[config.mk]
export PLATFORM = sky130hd
export DESIGN_NAME = arctic_step_ctrl
export DESIGN_NICKNAME = d
export VERILOG_FILES = /design/src/rtl/arctic_pkg.sv /design/src/rtl/arctic_lfsr.sv /design/src/rtl/arctic_step_ctrl.sv
export SDC_FILE = /design/constraint.sdc
export NUM_CORES = 1
export LEC_CHECK = 0
export CAP_MARGIN = 20
export CORE_UTILIZATION = 54
export CTS_BUF_LIST = sky130_fd_sc_hd__clkbuf_2
export DETAILED_ROUTE_END_ITERATION = 8
export PLACE_DENSITY = 0.81
export SETUP_SLACK_MARGIN = 0.5
export SLEW_MARGIN = 40
export SYNTH_ARGS = -nofsm -noshare
export SYNTH_HDL_FRONTEND = slang
export SYNTH_HIERARCHICAL = 1
export SYNTH_SLANG_ARGS = --single-unit
[constraint.sdc]
create_clock -name clk -period 2.5 [get_ports clk]
set_input_delay 0.5 -clock clk [delete_from_list [all_inputs] [get_ports clk]]
set_output_delay 0.5 -clock clk [all_outputs]
set_load 0.02 [all_outputs]
[src/rtl/arctic_pkg.sv]
`default_nettype none
// ============================================================================
// Module      : arctic_pkg
// Description : Shared types and constants for the arctic step controller.
//               Defines the controller state encoding, the Galois LFSR
//               polynomial and default seed, and a single-step LFSR helper.
// Revision    : 1.0 - initial release
// ============================================================================
package arctic_pkg;

    localparam logic [15:0] LFSR_POLY         = 16'hB400;
    localparam logic [15:0] LFSR_SEED_DEFAULT = 16'hACE1;

    // The ST_ prefix keeps the names clear of the SETTLE parameter.
    typedef enum logic [2:0] {
        ST_IDLE   = 3'd0,
        ST_FILL   = 3'd1,
        ST_SETTLE = 3'd2,
        ST_STEP   = 3'd3,
        ST_DONE   = 3'd4
    } state_t;

    // One right-shift Galois step; the bit shifted out selects the feedback.
    function automatic logic [15:0] lfsr_next(input logic [15:0] cur);
        return cur[0] ? ((cur >> 1) ^ LFSR_POLY) : (cur >> 1);
    endfunction

endpackage
`default_nettype wire

[src/rtl/arctic_lfsr.sv]
`default_nettype none
// ============================================================================
// Module      : arctic_lfsr
// Description : 16-bit right-shift Galois LFSR (mask 0xB400).
//               A zero seed would lock the register at zero, so it is
//               replaced by the default seed on load.
// Ports       : clk, rst     - clock, asynchronous active-high reset
//               load, seed   - load seed (takes priority over advance)
//               advance      - advance one step
//               bit_out      - current lfsr[0], the bit about to shift out
// Revision    : 1.0 - initial release
// ============================================================================
module arctic_lfsr
    import arctic_pkg::*;
(
    input  logic        clk,
    input  logic        rst,
    input  logic        load,
    input  logic [15:0] seed,
    input  logic        advance,
    output logic        bit_out
);

    logic [15:0] r_lfsr;

    always_ff @(posedge clk or posedge rst) begin
        if (rst) begin
            r_lfsr <= LFSR_SEED_DEFAULT;
        end else if (load) begin
            r_lfsr <= (seed == 16'h0000) ? LFSR_SEED_DEFAULT : seed;
        end else if (advance) begin
            r_lfsr <= lfsr_next(r_lfsr);
        end
    end

    assign bit_out = r_lfsr[0];

endmodule
`default_nettype wire

[src/rtl/arctic_step_ctrl.sv]
`default_nettype none
// ============================================================================
// Module      : arctic_step_ctrl
// Description : Generation-step controller for a node array. Each step
//               shifts NODES fresh LFSR bits into rnd (FILL), holds them
//               stable for SETTLE cycles, then pulses step_en (STEP).
//               ORDER_MAX steps make a run, ending with a done pulse.
// Ports       : clk, rst            - clock, asynchronous active-high reset
//               start, abort        - begin / cancel a run
//               seed_valid, seed    - seed offer; seed_ready accepts (IDLE)
//               rnd[NODES-1:0]      - random bits for the node array
//               step_en             - node array update pulse
//               order[3:0]          - completed steps of the current run
//               busy, done          - run in progress / completion pulse
//               step_count[15:0]    - saturating step_en count since reset
//                                     (only with ARCTIC_STEP_COUNT_EN)
// Options     : `define ARCTIC_STEP_COUNT_EN adds the step_count output.
// Revision    : 1.0 - initial release
// ============================================================================
module arctic_step_ctrl
    import arctic_pkg::*;
#(
    parameter int NODES     = 16,
    parameter int ORDER_MAX = 8,
    parameter int SETTLE    = 2
) (
    input  logic             clk,
    input  logic             rst,
    input  logic             start,
    input  logic             abort,
    input  logic             seed_valid,
    input  logic [15:0]      seed,
    output logic             seed_ready,
    output logic [NODES-1:0] rnd,
    output logic             step_en,
    output logic [3:0]       order,
    output logic             busy,
    output logic             done
`ifdef ARCTIC_STEP_COUNT_EN
    ,
    output logic [15:0]      step_count
`endif
);

    localparam logic [6:0] c_fill_last   = 7'(NODES - 1);
    localparam logic [6:0] c_settle_last = 7'(SETTLE - 1);
    localparam logic [3:0] c_order_max   = 4'(ORDER_MAX);

    state_t           r_state;
    state_t           w_state_next;
    logic [6:0]       r_cnt;
    logic [NODES-1:0] r_rnd;
    logic [NODES-1:0] w_rnd_shift;
    logic [3:0]       r_order;
    logic [3:0]       w_order_inc;
    logic             r_busy;
    logic             r_done;
    logic             r_seed_ready;
    logic             w_load;
    logic             w_advance;
    logic             w_step;
    logic             w_lfsr_bit;

    assign w_load      = seed_valid && r_seed_ready;
    // An abort freezes rnd, order and the LFSR in the cycle it is seen.
    assign w_advance   = (r_state == ST_FILL) && !abort;
    // step_en is gated by abort directly so an abort seen during STEP
    // suppresses the pulse in that same cycle.
    assign w_step      = (r_state == ST_STEP) && !abort;
    assign w_order_inc = r_order + 4'd1;

    arctic_lfsr u_lfsr (
        .clk     (clk),
        .rst     (rst),
        .load    (w_load),
        .seed    (seed),
        .advance (w_advance),
        .bit_out (w_lfsr_bit)
    );

    generate
        if (NODES == 1) begin : g_rnd_single
            assign w_rnd_shift = w_lfsr_bit;
        end else begin : g_rnd_multi
            assign w_rnd_shift = {r_rnd[NODES-2:0], w_lfsr_bit};
        end
    endgenerate

    always_comb begin
        w_state_next = r_state;
        case (r_state)
            ST_IDLE:   if (start) w_state_next = ST_FILL;
            ST_FILL: begin
                if (abort)                     w_state_next = ST_IDLE;
                else if (r_cnt == c_fill_last) w_state_next = ST_SETTLE;
            end
            ST_SETTLE: begin
                if (abort)                       w_state_next = ST_IDLE;
                else if (r_cnt == c_settle_last) w_state_next = ST_STEP;
            end
            ST_STEP: begin
                if (abort)                            w_state_next = ST_IDLE;
                else if (w_order_inc == c_order_max)  w_state_next = ST_DONE;
                else                                  w_state_next = ST_FILL;
            end
            ST_DONE:   w_state_next = ST_IDLE;
            default:   w_state_next = ST_IDLE;
        endcase
    end

    // Status outputs are registered from the next state so they line up
    // with the state they describe.
    always_ff @(posedge clk or posedge rst) begin
        if (rst) begin
            r_state      <= ST_IDLE;
            r_cnt        <= 7'd0;
            r_rnd        <= '0;
            r_order      <= 4'd0;
            r_busy       <= 1'b0;
            r_done       <= 1'b0;
            r_seed_ready <= 1'b1;
        end else begin
            r_state      <= w_state_next;
            r_busy       <= (w_state_next == ST_FILL) || (w_state_next == ST_SETTLE) ||
                            (w_state_next == ST_STEP);
            r_done       <= (w_state_next == ST_DONE);
            r_seed_ready <= (w_state_next == ST_IDLE);

            // Shared phase counter for FILL and SETTLE, restarted on entry.
            if (w_state_next != r_state) begin
                r_cnt <= 7'd0;
            end else if ((r_state == ST_FILL) || (r_state == ST_SETTLE)) begin
                r_cnt <= r_cnt + 7'd1;
            end

            if ((r_state == ST_IDLE) && start) begin
                r_order <= 4'd0;
            end else if (w_step) begin
                r_order <= w_order_inc;
            end

            if (w_advance) begin
                r_rnd <= w_rnd_shift;
            end
        end
    end

    assign seed_ready = r_seed_ready;
    assign rnd        = r_rnd;
    assign step_en    = w_step;
    assign order      = r_order;
    assign busy       = r_busy;
    assign done       = r_done;

`ifdef ARCTIC_STEP_COUNT_EN
    logic [15:0] r_step_count;

    always_ff @(posedge clk or posedge rst) begin
        if (rst) begin
            r_step_count <= 16'd0;
        end else if (w_step && (r_step_count != 16'hFFFF)) begin
            r_step_count <= r_step_count + 16'd1;
        end
    end

    assign step_count = r_step_count;
`endif

endmodule
`default_nettype wire

==> metrics.txt, run 1 <==
# TYPE chip_impl_metric gauge
chip_impl_metric{name="synth_compound_gate_area_share",unit=""} 0.130
chip_impl_info{name="path_cells",value="clkdlybuf4s50_1"} 1
chip_impl_metric{name="synth_edf_count",unit=""} 0
chip_impl_metric{name="critical_path_buf_inv_count",unit=""} 1
chip_impl_metric{name="postSynthRegisterBits",unit=""} 49
chip_impl_info{name="worstSetupEndpointType",value="output pin"} 1
chip_impl_metric{name="power.combinational.fraction",unit=""} 0.368
chip_impl_metric{name="worstMarginPinSlew",unit="ns"} 0.614
chip_impl_metric{name="syn2layout_area_growth",unit="%"} 27.0
chip_impl_metric{name="via_total_after_detailed_routing",unit=""} 1760
chip_impl_metric{name="clock_sinks",unit=""} 49
chip_impl_metric{name="cts.reportedPaths.clkPinSlew",unit="ns"} 0.23
chip_impl_metric{name="setup_viol",unit=""} 0
chip_impl_metric{name="p_sw",unit="mW"} 0.790
chip_impl_metric{name="via_count_of_the_first_global_routing_pass",unit=""} 1685
chip_impl_metric{name="design.die.area",unit="um^2"} 4860
chip_impl_metric{name="power.leakage",unit="nW"} 1.55
chip_impl_metric{name="die_height",unit="um"} 69.7
chip_impl_metric{name="synth_adder_area_share",unit=""} 0.0202
chip_impl_metric{name="drive_above_1_share",unit=""} 0.296
chip_impl_metric{name="diodes",unit=""} 0
chip_impl_metric{name="swShare",unit=""} 0.338
chip_impl_metric{name="synthesis.yosys.warnings",unit=""} 6
chip_impl_metric{name="clockBufferDepth",unit=""} 2
chip_impl_metric{name="yosys-mux-area-fraction",unit=""} 0.140
chip_impl_metric{name="post-synth-top-area-fraction",unit=""} 0.404
chip_impl_metric{name="seq_area",unit="um^2"} 1240
chip_impl_info{name="tritoncts",value="done"} 1
chip_impl_info{name="critPathKind",value="register to output pin"} 1
chip_impl_metric{name="synth.yosys.seq_area_share",unit=""} 0.500
chip_impl_metric{name="xor_xnor_fraction_of_synth_area",unit=""} 0.0389
chip_impl_metric{name="detailed_place.area",unit="um^2"} 3020
chip_impl_metric{name="timing.critical_path.required",unit="ns"} 2.00
chip_impl_info{name="post_synth_main_area_contributors",value="dfrtp_1 (40%), mux2_2 (10%), dfstp_2 (9.6%)"} 1
chip_impl_metric{name="grt_pass1_wl",unit="um"} 8000
chip_impl_info{name="outcome",value="complete, no violations"} 1
chip_impl_metric{name="die_w",unit="um"} 69.7
chip_impl_metric{name="slew_viol_final",unit=""} 0
chip_impl_metric{name="via_per_inst",unit=""} 5.64
chip_impl_metric{name="postSynthCellCount",unit=""} 205
chip_impl_metric{name="htree_num_levels",unit=""} 2
chip_impl_metric{name="grt_antenna_before_repair",unit=""} 0
chip_impl_metric{name="timing.clock.skew",unit="ns"} 0.00755
chip_impl_info{name="crit_path_start",value="busy$_DFF_PP0_"} 1
chip_impl_metric{name="drt_iter0_drc",unit=""} 139
chip_impl_metric{name="buffer_ports.inserted",unit=""} 44
chip_impl_metric{name="globalRouteTotalUtil",unit=""} 0.210
chip_impl_metric{name="syn_area_per_cell",unit="um^2"} 12.1
chip_impl_metric{name="route.antenna.remaining_nets",unit=""} 0
chip_impl_metric{name="detailedPlacementHpwl",unit="um"} 3310
chip_impl_metric{name="start_util",unit=""} 0.565
chip_impl_metric{name="postRouteWirelength",unit="um"} 4860
chip_impl_metric{name="final.hold.worst_slack",unit="ns"} 0.449
chip_impl_metric{name="internal_power",unit="mW"} 1.55
chip_impl_info{name="cpMaxStageDelayCell",value="clkdlybuf4s50_1"} 1
chip_impl_metric{name="gr-total-overflow",unit=""} 0
chip_impl_metric{name="clkPwrFrac",unit=""} 0.133
chip_impl_metric{name="power-per-cell-area",unit="nW/um^2"} 743
chip_impl_info{name="netlist.top_cell.by_area",value="dfrtp_1"} 1
chip_impl_metric{name="number_of_distinct_library_cells_after_synthesis",unit=""} 44
chip_impl_info{name="rsz0062_at_grt",value="no"} 1
chip_impl_metric{name="first_pass_iters",unit=""} 4
chip_impl_metric{name="clkLatencyLatePin",unit="ns"} 0.42
chip_impl_info{name="synth_top_family_by_area",value="multiplexers"} 1
chip_impl_metric{name="power_frac_seq",unit=""} 0.499
chip_impl_metric{name="final.min_clock_period",unit="ns"} 1.90
chip_impl_metric{name="timing.critical_path.slowest_cell_delay",unit="ns"} 0.61
chip_impl_metric{name="hold_bufs_inserted_after_cts",unit=""} 0
chip_impl_metric{name="ios",unit=""} 45
chip_impl_info{name="clockRootBuffer",value="clkbuf_2"} 1
chip_impl_metric{name="gp_congestion",unit=""} 0.793
chip_impl_metric{name="postLayoutCellArea",unit="um^2"} 3150
chip_impl_metric{name="critical_path_stages",unit=""} 1
chip_impl_info{name="worst_r2r_startpoint",value="r_cnt[4]$_DFFE_PP0P_"} 1
chip_impl_metric{name="fin_crit_sh",unit=""} 0.761
chip_impl_metric{name="ys_async_sr_fraction",unit=""} 1.00
chip_impl_metric{name="total_power",unit="mW"} 2.34
chip_impl_metric{name="max_cap_viol_count",unit=""} 0
chip_impl_metric{name="timing_hold_violations_final",unit=""} 0
chip_impl_metric{name="fmax",unit="GHz"} 0.525
chip_impl_metric{name="critical_path.max_fanout",unit=""} 1
chip_impl_metric{name="reg2reg_depth",unit=""} 5
chip_impl_metric{name="wire_per_inst",unit="um"} 15.6
chip_impl_metric{name="worst_ep_arrival_time",unit="ns"} 1.40
chip_impl_metric{name="worst_slew_margin_rel",unit=""} 0.590
chip_impl_info{name="worst_hold_check_path_type",value="input port to async pin"} 1
chip_impl_metric{name="inserted_clock_buffers",unit=""} 5
chip_impl_info{name="critPathLaunchType",value="register"} 1
chip_impl_metric{name="rows",unit=""} 24
chip_impl_metric{name="core-area",unit="um^2"} 4380
chip_impl_info{name="dominantRegCellSynth",value="dfrtp_1"} 1
chip_impl_metric{name="multi_input_area",unit="um^2"} 1200
chip_impl_metric{name="grt_max_degree",unit=""} 38
chip_impl_metric{name="synthesis.nets",unit=""} 230
chip_impl_metric{name="final_nets",unit=""} 284
chip_impl_metric{name="post_synthesis_cell_area",unit="um^2"} 2480
chip_impl_metric{name="post_synth_and_or_nand_nor_area_fraction",unit=""} 0.139
chip_impl_metric{name="detail_route.drc_violations",unit=""} 0
chip_impl_info{name="critPathTopFamily",value="buffers and inverters"} 1
chip_impl_metric{name="setup_total_negative_slack",unit="ns"} 0
chip_impl_metric{name="layout.filler_cells",unit=""} 334
chip_impl_metric{name="vdd_ir_drop_max",unit="V"} 0.000372
[cells by family (layout without fill, tap and decap cells)]
| group | Yosys count | in the layout |
|---|---|---|
| and+or+nand+nor | 54 | 54 |
| DFF | 49 | 49 |
| AOI/OAI and AO/OA | 40 | 40 |
| xor gates and xnor gates | 11 | 11 |
| muxes | 32 | 32 |
| adders and majority gates | 4 | 4 |
| buffers and inverters | 15 | 70 |
[per-stage QoR]
| stage | util | instances | worst slack, ns |
|---|---|---|---|
| after CTS | 0.701 | 311 | 0.464 |
| after floorplan | - | 205 | 0.575 |
| after global routing | 0.717 | 312 | 0.505 |
| final | 0.717 | 312 | 0.597 |
| after detailed placement | 0.688 | 300 | 0.142 |
| after global placement | 0.688 | 300 | 0.189 |
[synth_stat cells, types with 2 or more instances]
library cell / n
dfrtp_1: 40
mux2_2: 22
nand2_1: 15
nor2_1: 11
mux2i_1: 10
dfstp_2: 9
o21ai_0: 9
xnor2_1: 8
a211oi_1: 6
buf_2: 5
o22a_2: 5
a21oi_1: 4
ha_1: 4
inv_1: 4
nor3_1: 4
nor4b_2: 4
a21boi_0: 3
and3_1: 3
clkbuf_1: 3
o22a_1: 3
or4_4: 3
xor2_1: 3
a21o_1: 2
and3_2: 2
buf_6: 2
nand3_1: 2
o21a_1: 2
[state kept, by name, indices dropped and copies added, names as in the netlist]
name,flops
busy,1
u_lfsr/r_lfsr,16
done,1
seed_ready,1
r_cnt,7
order,4
rnd,16
r_state,3
[worst register-to-register path, stage by stage (launching register included)]
cell      delay, ns
dfrtp_1        0.45
or3_4          0.43
nor4b_4        0.33
a211oi_4       0.13
a21bo_4        0.28
a211oi_1       0.21
[what timing repair did]
action	in CTS	in global routing
endpoints found under the hold margin	0	0
resized for setup	9	22
endpoints found under the setup margin	9	21
cloned	0	0
buffers inserted	3	1
pin swaps	0	2
[routing by layer]
| layer | share of wire | wire [um] | global-route usage |
|---|---|---|---|
| met1 | 0.45 | 2200 | 0.293 |
| met2 | 0.49 | 2390 | 0.328 |
| met3 | 0.043 | 210 | 0.0494 |
| met4 | 0.012 | 60 | 0.0667 |
| met5 | 0 | 0 | 0 |
[layout make-up]
class	count	share of cell area
Tap cell	52	0.0207
Inverter	4	0.00477
Multi-Input combinational cell	141	0.381
Clock buffer	5	0.00796
Timing Repair Buffer	58	0.185
Clock inverter	3	0.00557
Sequential cell	49	0.394
[power groups by stage]
stage | clock network (mW) | logic (mW) | registers [mW]
global route | 0.358 | 0.923 | 1.20
detailed placement | 0 | 0.882 | 1.19
floorplan | 0 | 0.383 | 1.30
CTS | 0.328 | 0.867 | 1.17
global placement | 0 | 0.861 | 1.18
finish | 0.312 | 0.859 | 1.17
[cell usage in the layout (no fill, tap or decap), types with 3 or more instances in the layout]
| master | Yosys | routed |
|---|---|---|
| dfrtp_1 | 40 | 38 |
| dfstp_2 | 9 | 9 |
| xnor2_1 | 8 | 8 |
| nand2_1 | 15 | 15 |
| clkdlybuf4s50_1 | 0 | 22 |
| dlygate4sd2_1 | 0 | 6 |
| and3_1 | 3 | 3 |
| a211oi_1 | 6 | 5 |
| o21ai_0 | 9 | 9 |
| nor2_1 | 11 | 11 |
| mux2i_1 | 10 | 10 |
| a21oi_1 | 4 | 4 |
| o22a_1 | 3 | 3 |
| or4_4 | 3 | 3 |
| o22a_2 | 5 | 5 |
| inv_1 | 4 | 4 |
| mux2_2 | 22 | 22 |
| dlymetal6s2s_1 | 0 | 15 |
| nor3_1 | 4 | 4 |
| xor2_1 | 3 | 3 |
| ha_1 | 4 | 4 |
| clkbuf_2 | 0 | 6 |
| buf_4 | 0 | 13 |
[final timing paths]
check / end / slack (ns)
max: busy / 0.60
min: u_lfsr/r_lfsr[14]$_DFFE_PP0P_ / 0.45
max reg2reg: r_cnt[5]$_DFFE_PP0P_ / 0.60
min reg2reg: rnd[15]$_DFFE_PP0P_ / 0.53
max in group asynchronous: u_lfsr/r_lfsr[6]$_DFFE_PP1P_ / 1.67
min in group clk: rnd[15]$_DFFE_PP0P_ / 0.53
Power figures use the tool's default switching activity.
==> run 2, diff against run 1 <==
==> constraint.sdc (replaced) <==
create_clock -name clk -period 1.9 [get_ports clk]
set_input_delay 0.38 -clock clk [delete_from_list [all_inputs] [get_ports clk]]
set_output_delay 0.38 -clock clk [all_outputs]
set_load 0.02 [all_outputs]
==> run 2 against run 1 <==
The flow now finishes with violations (setup timing). Hold slack worse by 0.26 ns. Combinational power increased by 130%. Clock power rose by 59%. Sequential power increased by 38%. Sequential share of layout area shrank 8.9 points. Clock-buffer cell count stayed put. Die area unchanged. Global-route usage is 8.1 points higher. Via count grew 32%. Critical path depth grew 5. Cell count increased by 21%. Critical path type is now register to register. Critical endpoint is now r_cnt[2]$_DFFE_PP0P_. Largest power group is now combinational cells.
==> metrics.txt, run 2 (synthesis gave the netlist of run 1 again) <==
# TYPE chip_impl_metric gauge
chip_impl_info{name="outcome",value="finished with violations"} 1
chip_impl_info{name="failed_checks",value="setup timing"} 1
chip_impl_metric{name="power.leakage",unit="nW"} 1.88
chip_impl_metric{name="die_height",unit="um"} 69.7
chip_impl_metric{name="ios",unit=""} 45
chip_impl_metric{name="design.die.area",unit="um^2"} 4860
chip_impl_metric{name="finalWorstSetupSlack",unit="ns"} -0.000421
chip_impl_metric{name="final.min_clock_period",unit="ns"} 1.90
chip_impl_info{name="worstSetupEndpointType",value="register"} 1
chip_impl_metric{name="timing.clock.skew",unit="ns"} 0.0518
chip_impl_metric{name="grt_pass1_wl",unit="um"} 10900
chip_impl_metric{name="grt_antenna_before_repair",unit=""} 0
chip_impl_metric{name="final_nets",unit=""} 349
chip_impl_metric{name="grt_max_degree",unit=""} 25
chip_impl_info{name="tritoncts",value="done"} 1
chip_impl_metric{name="clockBufferDepth",unit=""} 2
chip_impl_metric{name="clkLatencyLatePin",unit="ns"} 0.50
chip_impl_metric{name="fin_crit_sh",unit=""} 1.00
chip_impl_metric{name="worst_ep_arrival_time",unit="ns"} 2.32
chip_impl_info{name="cpMaxStageDelayCell",value="dfrtp_1"} 1
chip_impl_metric{name="clkPwrFrac",unit=""} 0.120
chip_impl_info{name="path_cells",value="or3_4 > o21a_1 > a211oi_4 > buf_6 > nand3b_4 > a211oi_2"} 1
chip_impl_metric{name="timing.critical_path.required",unit="ns"} 2.32
chip_impl_metric{name="globalRouteTotalUtil",unit=""} 0.291
chip_impl_metric{name="power_frac_seq",unit=""} 0.394
chip_impl_metric{name="dpl_worst_slack",unit="ns"} -0.289
chip_impl_metric{name="timing_hold_violations_final",unit=""} 0
chip_impl_metric{name="vdd_ir_drop_max",unit="V"} 0.000513
chip_impl_metric{name="met3_usage",unit=""} 0.0494
chip_impl_metric{name="timing.critical_path.slowest_cell_delay",unit="ns"} 0.45
chip_impl_metric{name="slew_viol_final",unit=""} 0
chip_impl_metric{name="layout.filler_cells",unit=""} 132
chip_impl_metric{name="setup_viol",unit=""} 1
chip_impl_metric{name="gr-total-overflow",unit=""} 0
chip_impl_metric{name="die_w",unit="um"} 69.7
chip_impl_metric{name="via_total_after_detailed_routing",unit=""} 2321
chip_impl_info{name="final_cell_mix",value="buf_4 (52), buf_6 (42), dfrtp_1 (36)"} 1
chip_impl_metric{name="internal_power",unit="mW"} 2.60
chip_impl_metric{name="p_sw",unit="mW"} 1.51
chip_impl_info{name="worst_hold_check_path_type",value="input port to async pin"} 1
chip_impl_metric{name="via_per_inst",unit=""} 6.16
chip_impl_metric{name="drt_iter0_drc",unit=""} 154
chip_impl_metric{name="cts.reportedPaths.clkPinSlew",unit="ns"} 0.33
chip_impl_metric{name="detail_route.drc_violations",unit=""} 0
chip_impl_metric{name="route.antenna.remaining_nets",unit=""} 0
chip_impl_info{name="clockRootBuffer",value="clkbuf_2"} 1
chip_impl_metric{name="first_pass_iters",unit=""} 6
chip_impl_info{name="layout_commonest_cell",value="buf_4"} 1
chip_impl_info{name="critPathKind",value="register to register"} 1
chip_impl_info{name="rsz0062_at_grt",value="yes"} 1
chip_impl_metric{name="inserted_clock_buffers",unit=""} 5
chip_impl_metric{name="hold_bufs_inserted_after_cts",unit=""} 0
chip_impl_metric{name="worst_slew_margin_rel",unit=""} 0.570
chip_impl_metric{name="power-per-cell-area",unit="nW/um^2"} 1010
chip_impl_metric{name="drive_above_1_share",unit=""} 0.603
chip_impl_metric{name="clock_sinks",unit=""} 49
chip_impl_metric{name="critical_path.max_fanout",unit=""} 7
chip_impl_metric{name="power.combinational.fraction",unit=""} 0.485
chip_impl_metric{name="grtUsageMet1",unit=""} 0.372
chip_impl_metric{name="buffer_ports.inserted",unit=""} 44
chip_impl_metric{name="final.hold.worst_slack",unit="ns"} 0.192
chip_impl_metric{name="detailedPlacementHpwl",unit="um"} 3840
chip_impl_metric{name="grt.met2_usage",unit=""} 0.506
chip_impl_info{name="gr-max-usage-layer",value="met2"} 1
chip_impl_metric{name="via_count_of_the_first_global_routing_pass",unit=""} 2187
chip_impl_metric{name="wire_per_inst",unit="um"} 24.2
chip_impl_metric{name="swShare",unit=""} 0.368
chip_impl_metric{name="diodes",unit=""} 0
chip_impl_metric{name="worstMarginPinSlew",unit="ns"} 0.644
chip_impl_metric{name="gp_congestion",unit=""} 0.849
chip_impl_metric{name="max_cap_viol_count",unit=""} 0
chip_impl_info{name="critical_path.reg2reg.endpoint",value="r_cnt[2]$_DFFE_PP0P_"} 1
chip_impl_metric{name="syn2layout_area_growth",unit="%"} 64.3
chip_impl_metric{name="fmax",unit="GHz"} 0.526
chip_impl_metric{name="core-area",unit="um^2"} 4380
chip_impl_metric{name="reg2reg_depth",unit=""} 6
chip_impl_metric{name="rows",unit=""} 24
chip_impl_metric{name="htree_num_levels",unit=""} 2
chip_impl_info{name="critPathLaunchType",value="register"} 1
chip_impl_info{name="worst_r2r_startpoint",value="r_cnt[4]$_DFFE_PP0P_"} 1
chip_impl_metric{name="rrSetupSlack",unit="ns"} -0.0004
chip_impl_metric{name="start_util",unit=""} 0.565
chip_impl_metric{name="postRouteWirelength",unit="um"} 9120
-- run 2: repair_timing --
| item | CTS | global route |
|---|---|---|
| resized for setup | 174 | 65 |
| setup buffers | 33 | 13 |
| cloned | 3 | 0 |
| pin swaps | 14 | 13 |
| setup endpoints to repair | 72 | 73 |
-- run 2: how the worst max path moves through the flow --
stage | depth (start not counted) | slack, ns | from | end
2_1_floorplan | 7 | 0.23 | r_state[2]$_DFF_PP0_ | r_cnt[2]$_DFFE_PP0P_
4_1_cts | 2 | 0.06 | r_state[1]$_DFF_PP0_ | step_en
6_report | 6 | -0.0004 | r_cnt[4]$_DFFE_PP0P_ | r_cnt[2]$_DFFE_PP0P_
5_1_grt | 6 | -0.07 | r_cnt[4]$_DFFE_PP0P_ | r_cnt[2]$_DFFE_PP0P_
3_3_place_gp | 6 | -0.23 | abort | u_lfsr/r_lfsr[15]$_DFFE_PP1P_
3_5_place_dp | 6 | -0.29 | abort | u_lfsr/r_lfsr[5]$_DFFE_PP1P_
-- run 2: area by class of cell --
class	instances	area (um^2)	area share
multi-input combinational	141	1460	0.359
sequential	49	1240	0.305
timing repair buffer	123	1240	0.304
tap	52	65.1	0.0160
clock buffer	5	25.0	0.00615
clock inverter	3	25.0	0.00615
inverter	4	15.0	0.00369
-- run 2: per-stage QoR --
| step | util | cells | power, mW | TNS [ns] | instance area (um^2) |
|---|---|---|---|---|---|
| after floorplan | - | 205 | 2.30 | 0 | 2620 |
| after global placement | 0.744 | 320 | 2.79 | -6.10 | 3260 |
| after detailed placement | 0.744 | 320 | 2.85 | -7.39 | 3260 |
| after CTS | 0.851 | 364 | 3.60 | 0 | 3730 |
| after global routing | 0.928 | 377 | 4.21 | -0.280 | 4070 |
| final | 0.928 | 377 | 4.12 | -0.000421 | 4070 |
-- run 2: worst max-delay path: cells and delay by family, from the launching register on --
kind            cells  cell delay (ns)
simple gates        2             0.58
buf+inv             1             0.15
flops               1             0.45
compound gates      3             0.68
-- run 2: metal layers --
layer  vias up  part of all wire  wire length (um)
li1        976                 -                 -
met1      1154              0.37              3350
met2       146              0.53              4790
met3        45             0.053               480
met4         0             0.055               499
met5         -                 0                 0
-- run 2: power by group through the flow --
stage	combinational [mW]	clock, mW	sequential, mW
6_report	2.00	0.495	1.62
5_1_grt	2.07	0.506	1.64
4_1_cts	1.60	0.460	1.55
3_5_place_dp	1.27	0	1.57
3_3_place_gp	1.23	0	1.56
2_1_floorplan	0.587	0	1.72
==> edit 1: new RTL, config.mk and constraints of run 1 <==
The parameter `NODES` goes from 16 to 24.
--- a/src/rtl/arctic_step_ctrl.sv
+++ b/src/rtl/arctic_step_ctrl.sv
@@ -22,3 +22,3 @@
 #(
-    parameter int NODES     = 16,
+    parameter int NODES     = 24,
     parameter int ORDER_MAX = 8,
Interface: changed (resized rnd); port bits go from 45 to 53. The function was not compared with the original's and may differ.
==> edit 1 against run 1 <==
Total power is 28% higher. Global-route usage barely moved. Clock skew rose by 12 ps. Area after synthesis is 11% higher. Wire length up 5.5%. Worst setup slack improved by 16 ps. Sequential cell count rose by 8. Design area up 11%. Sequential power grew 18%.
==> edit 1: results <==
set metrics [dict create \
    outcome "complete, no violations" \
    fin_nets 307 \
    drt_iter0_markers 137 \
    clock_latency_ps 450 \
    grt_pass1_vias 1764 \
    io_buffers 52 \
    critPathMaxFanout 1 \
    leakage_nw 1.629 \
    r2r-start "r_state[2]" \
    setup_ws_ps 612.8 \
    yosysSeqAreaShare_pct 52.18 \
    hpwl_um 3620 \
    finClkSkew_ps 19.12 \
    holdWs_ps 432.5 \
    wl_per_cell_um 14.47 \
    htreeDepth 3 \
    grt_pass1_wl_um 8452 \
    drive_above_1_share_pct 29.62 \
    path_clk_slew_ps 180 \
    cts_root_buf "clkbuf_2" \
    yosys-top-cells-area "dfrtp_1 44%, mux2_4 9.3%, dfstp_2 8.6%" \
    firstDrtPassIters 5 \
    critPathMaxStageDelay_ps 600 \
    ff2ff_setup_slack_ps 620 \
    critPathArrivalTime_ps 1390 \
    dp_slack_ps 109.4 \
    via_per_inst 5.294 \
    largest_reg_flops 24 \
    slew_headroom_pct 59.99 \
    fillers 370 \
    synthFlopType "dfrtp_1" \
    cts_made_buffers 9 \
    netlist_top_cells_count "48 x dfrtp_1, 17 x mux2_4, 16 x nand2_1" \
    worstReg2RegEnd "rnd[0]" \
    track_usage_pct 21.07 \
    ir_drop_v 0.0005382 \
    place.gp.congestion 0.7415 \
    ys_types 45 \
    synth_nets 241 \
    grt_max_degree 42 \
]
[edit 1: changes by cell type after synthesis, sizes merged, moves of 3 or more]
cell	delta
dfrtp	+8
a211oi	-5
mux2	+8
o21ai	+4
and3	-5
nor2	+3
a21boi	-3
[edit 1: through the flow]
step                      area, sq um  power [W]  cells
after floorplan                  2771   0.002021    216
after global placement           3359   0.002380    334
after detailed placement         3359   0.002417    334
after CTS                        3462   0.003017    350
after global routing             3491   0.003158    354
final                            3491   0.002986    354
[edit 1: power by group]
group          switching (W)  internal (W)  total (W)
sequential          0.000189       0.00119    0.00138
combinational       0.000420      0.000501   0.000921
clock               0.000355      0.000331   0.000686
total               0.000964       0.00202    0.00299
[edit 1: final cells by class]
type                    instances  area, sq um  area share (%)
clock buffers                   9        45.04           1.290
clock inverters                 7        93.84           2.688
inverters                       6        22.52          0.6452
multi-input cells             142         1207           34.59
flip-flops and latches         57         1439           41.22
well taps                      67        83.83           2.401
repair buffers                 66        599.3           17.17
[edit 1: layer usage]
layer  share of wire (%)  wire (um)  track usage [%]  up-vias
met5                   0          0                0        -
met3                 3.4        173            3.841        4
li1                    -          -                -      899
met2                  49       2517            33.33       41
met4                 1.1         56            10.90        0
met1                  46       2375            27.86      930
[edit 1: how the worst max path moves through the flow]
stage | startpoint | slack, ps | to
6_report | busy | 610 | busy
4_1_cts | r_state[2] | 360 | step_en
3_3_place_gp | abort | 130 | step_en
5_1_grt | busy | 510 | busy
2_1_floorplan | abort | 520 | u_lfsr/r_lfsr[11]
3_5_place_dp | abort | 110 | step_en
[edit 1: cell families after synthesis]
family,share of synthesized area [%]
flops,52.18
simple gates,11.04
mux,17.48
compound gates,9.674
buf+inv,3.996
xor+xnor,3.815
fa+ha+maj,1.817
[edit 1: repair_timing]
action                     in CTS  in global routing
buffers inserted                0                  4
hold endpoints to repair        0                  0
gates resized for setup        31                  3
setup endpoints to repair      30                  1
pin swaps                       0                  1
[edit 1: worst reg2reg max path: stages, from the launching register on]
cell	delay, ps
dfrtp_2	460
buf_4	140
or3_4	360
nor2_8	280
buf_12	210
mux2_2	340
==> edit 2: new RTL, settings of run 1 <==
Made on the original files. Encoding of `state_t`: now one-hot (5 bits for 5 states).
--- a/src/rtl/arctic_pkg.sv
+++ b/src/rtl/arctic_pkg.sv
@@ -14,8 +14,8 @@
     // The ST_ prefix keeps the names clear of the SETTLE parameter.
-    typedef enum logic [2:0] {
-        ST_IDLE   = 3'd0,
-        ST_FILL   = 3'd1,
-        ST_SETTLE = 3'd2,
-        ST_STEP   = 3'd3,
-        ST_DONE   = 3'd4
+    typedef enum logic [4:0] {
+        ST_IDLE   = 5'b00001,
+        ST_FILL   = 5'b00010,
+        ST_SETTLE = 5'b00100,
+        ST_STEP   = 5'b01000,
+        ST_DONE   = 5'b10000
     } state_t;
Behaviour: same outputs for any inputs over 10 cycles, from zero or initial values and one cycle with rst high; not proved beyond that.
==> edit 2 against run 1 <==
Design area rose by 3.1%. Worst setup slack got worse by 46 ps. Via count rose by 12%. Area after synthesis rose by 3.2%. Non-clock buffer count rose by 4. Wire length rose by 9.9%. Global-route usage rose by 1.4 points. Combinational power fell by 28%. First-iteration DRC count fell by 3.6%. Clock power rose by 39%. Total power fell by 8.3%. Sequential cell count rose by 2. Critical path type is now reg -> reg. Largest cell class unchanged.
==> edit 2: results <==
set metrics [dict create \
    outcome "complete, no violations" \
    antenna_found_initial 0 \
    firstDrtPassIters 6 \
    place.gp.congestion 0.7495 \
    finClkSkew_ps 53.43 \
    via_count 1975 \
    routed_wl_um 5341 \
    path_clk_slew_ps 270 \
    ir_drop_v 0.0003461 \
    yosys-top-cells-area "dfrtp_1 40%, dfstp_2 10%, nand2_1 9.0%" \
    cts_made_buffers 5 \
    clk_path_buf_depth 2 \
    netlist_top_cells_count "61 x nand2_1, 41 x dfrtp_1, 21 x nor2_1" \
    drt_iter0_markers 134 \
    synth_edf_count 0 \
    io_buffers 44 \
    clock_latency_ps 450 \
    fillers 351 \
    leakage_nw 1.600 \
    track_usage_pct 22.48 \
    r2r-start "r_state[4]" \
    wl_per_cell_um 14.84 \
    endpoint_kind "register" \
    htreeDepth 2 \
    ys_types 43 \
    drc_errors 0 \
    synth_nets 275 \
    critical_path.endpoint "u_lfsr/r_lfsr[6]" \
    hp-class "in -> async" \
    critPathMaxFanout 17 \
    grt_pass1_wl_um 8769 \
    antenna_cells 0 \
    drive_above_1_share_pct 23.38 \
    cts_root_buf "clkbuf_2" \
    yosys_warnings 6 \
    tightestPinTransition_ps 629.5 \
    ys_async_sr_fraction_pct 100.0 \
    critPathArrivalTime_ps 2310 \
    hpwl_um 3644 \
    fin_nets 332 \
    ff2ff_path_depth 6 \
    grt_pass1_vias 1895 \
    dp_cells 345 \
    ff2ff_setup_slack_ps 550 \
    grt_max_degree 36 \
    syn_inst 250 \
    yosysSeqAreaShare_pct 50.42 \
]
[edit 2: routing by layer]
metal	track usage (%)	wire, um	vias to the layer above
li1	-	-	967
met1	31.14	2539	964
met2	36.43	2564	38
met3	4.274	171	6
met4	6.667	66	0
met5	0	0	-
[edit 2: area by class of cell]
class                           instances  area share (%)
Multi-Input combinational cell        181           37.23
Inverter                                6           1.080
Sequential cell                        51           39.93
Timing Repair Buffer                   62           17.75
Tap cell                               52           2.006
Clock inverter                          1          0.9259
Clock buffer                            7           1.080
[edit 2: timing repair]
action,4_1_cts,5_1_grt
pin swaps,0,3
setup endpoints to repair,17,14
endpoints found under the hold margin,0,0
setup buffers,3,4
resized for setup,23,15
[edit 2: cell families (layout without fill, tap and decap cells)]
family	count (synthesis)	count (layout)	share of synthesized area (%)
AND/OR/NAND/NOR	115	115	22.37
flip-flops	51	51	50.42
AO/OA/AOI/OAI	32	32	9.986
buffers and inverters	18	76	3.573
multiplexers	16	16	6.608
XOR/XNOR	14	14	5.091
adder cells (fa/ha/maj)	4	4	1.958
[edit 2: metrics by stage]
| stage | instance area (sq um) | total power, W | setup slack, ps |
|---|---|---|---|
| detailed placement | 3089 | 0.001693 | -2.515 |
| CTS | 3169 | 0.002112 | 369.5 |
| finish | 3243 | 0.002143 | 550.7 |
| global route | 3243 | 0.002252 | 448.3 |
| floorplan | 2585 | 0.001485 | 500.9 |
| global placement | 3089 | 0.001670 | 42.10 |
[edit 2: worst max-delay path, cell delays in order (launching register included)]
cell	delay, ps
dfrtp_2	490
buf_4	180
nor4_4	340
nand3b_4	180
clkinv_8	140
mux2_2	340
o22a_2	200
[edit 2: worst min path at each step]
| stage | endpoint | slack [ps] | cells after the start |
|---|---|---|---|
| after floorplan | u_lfsr/r_lfsr[12] | 410 | 1 |
| after detailed placement | rnd[15] | 480 | 2 |
| final | u_lfsr/r_lfsr[12] | 400 | 2 |
| after global routing | u_lfsr/r_lfsr[3] | 450 | 2 |
| after CTS | u_lfsr/r_lfsr[1] | 430 | 2 |
| after global placement | rnd[15] | 460 | 2 |
[edit 2: where the power goes]
group / leakage [nW] / switching (W) / internal [W]
Combinational: 0.907 / 0.000317 / 0.000301
Sequential: 0.650 / 0.000101 / 0.000989
Clock: 0.0432 / 0.000257 / 0.000178
Total: 1.60 / 0.000675 / 0.00147
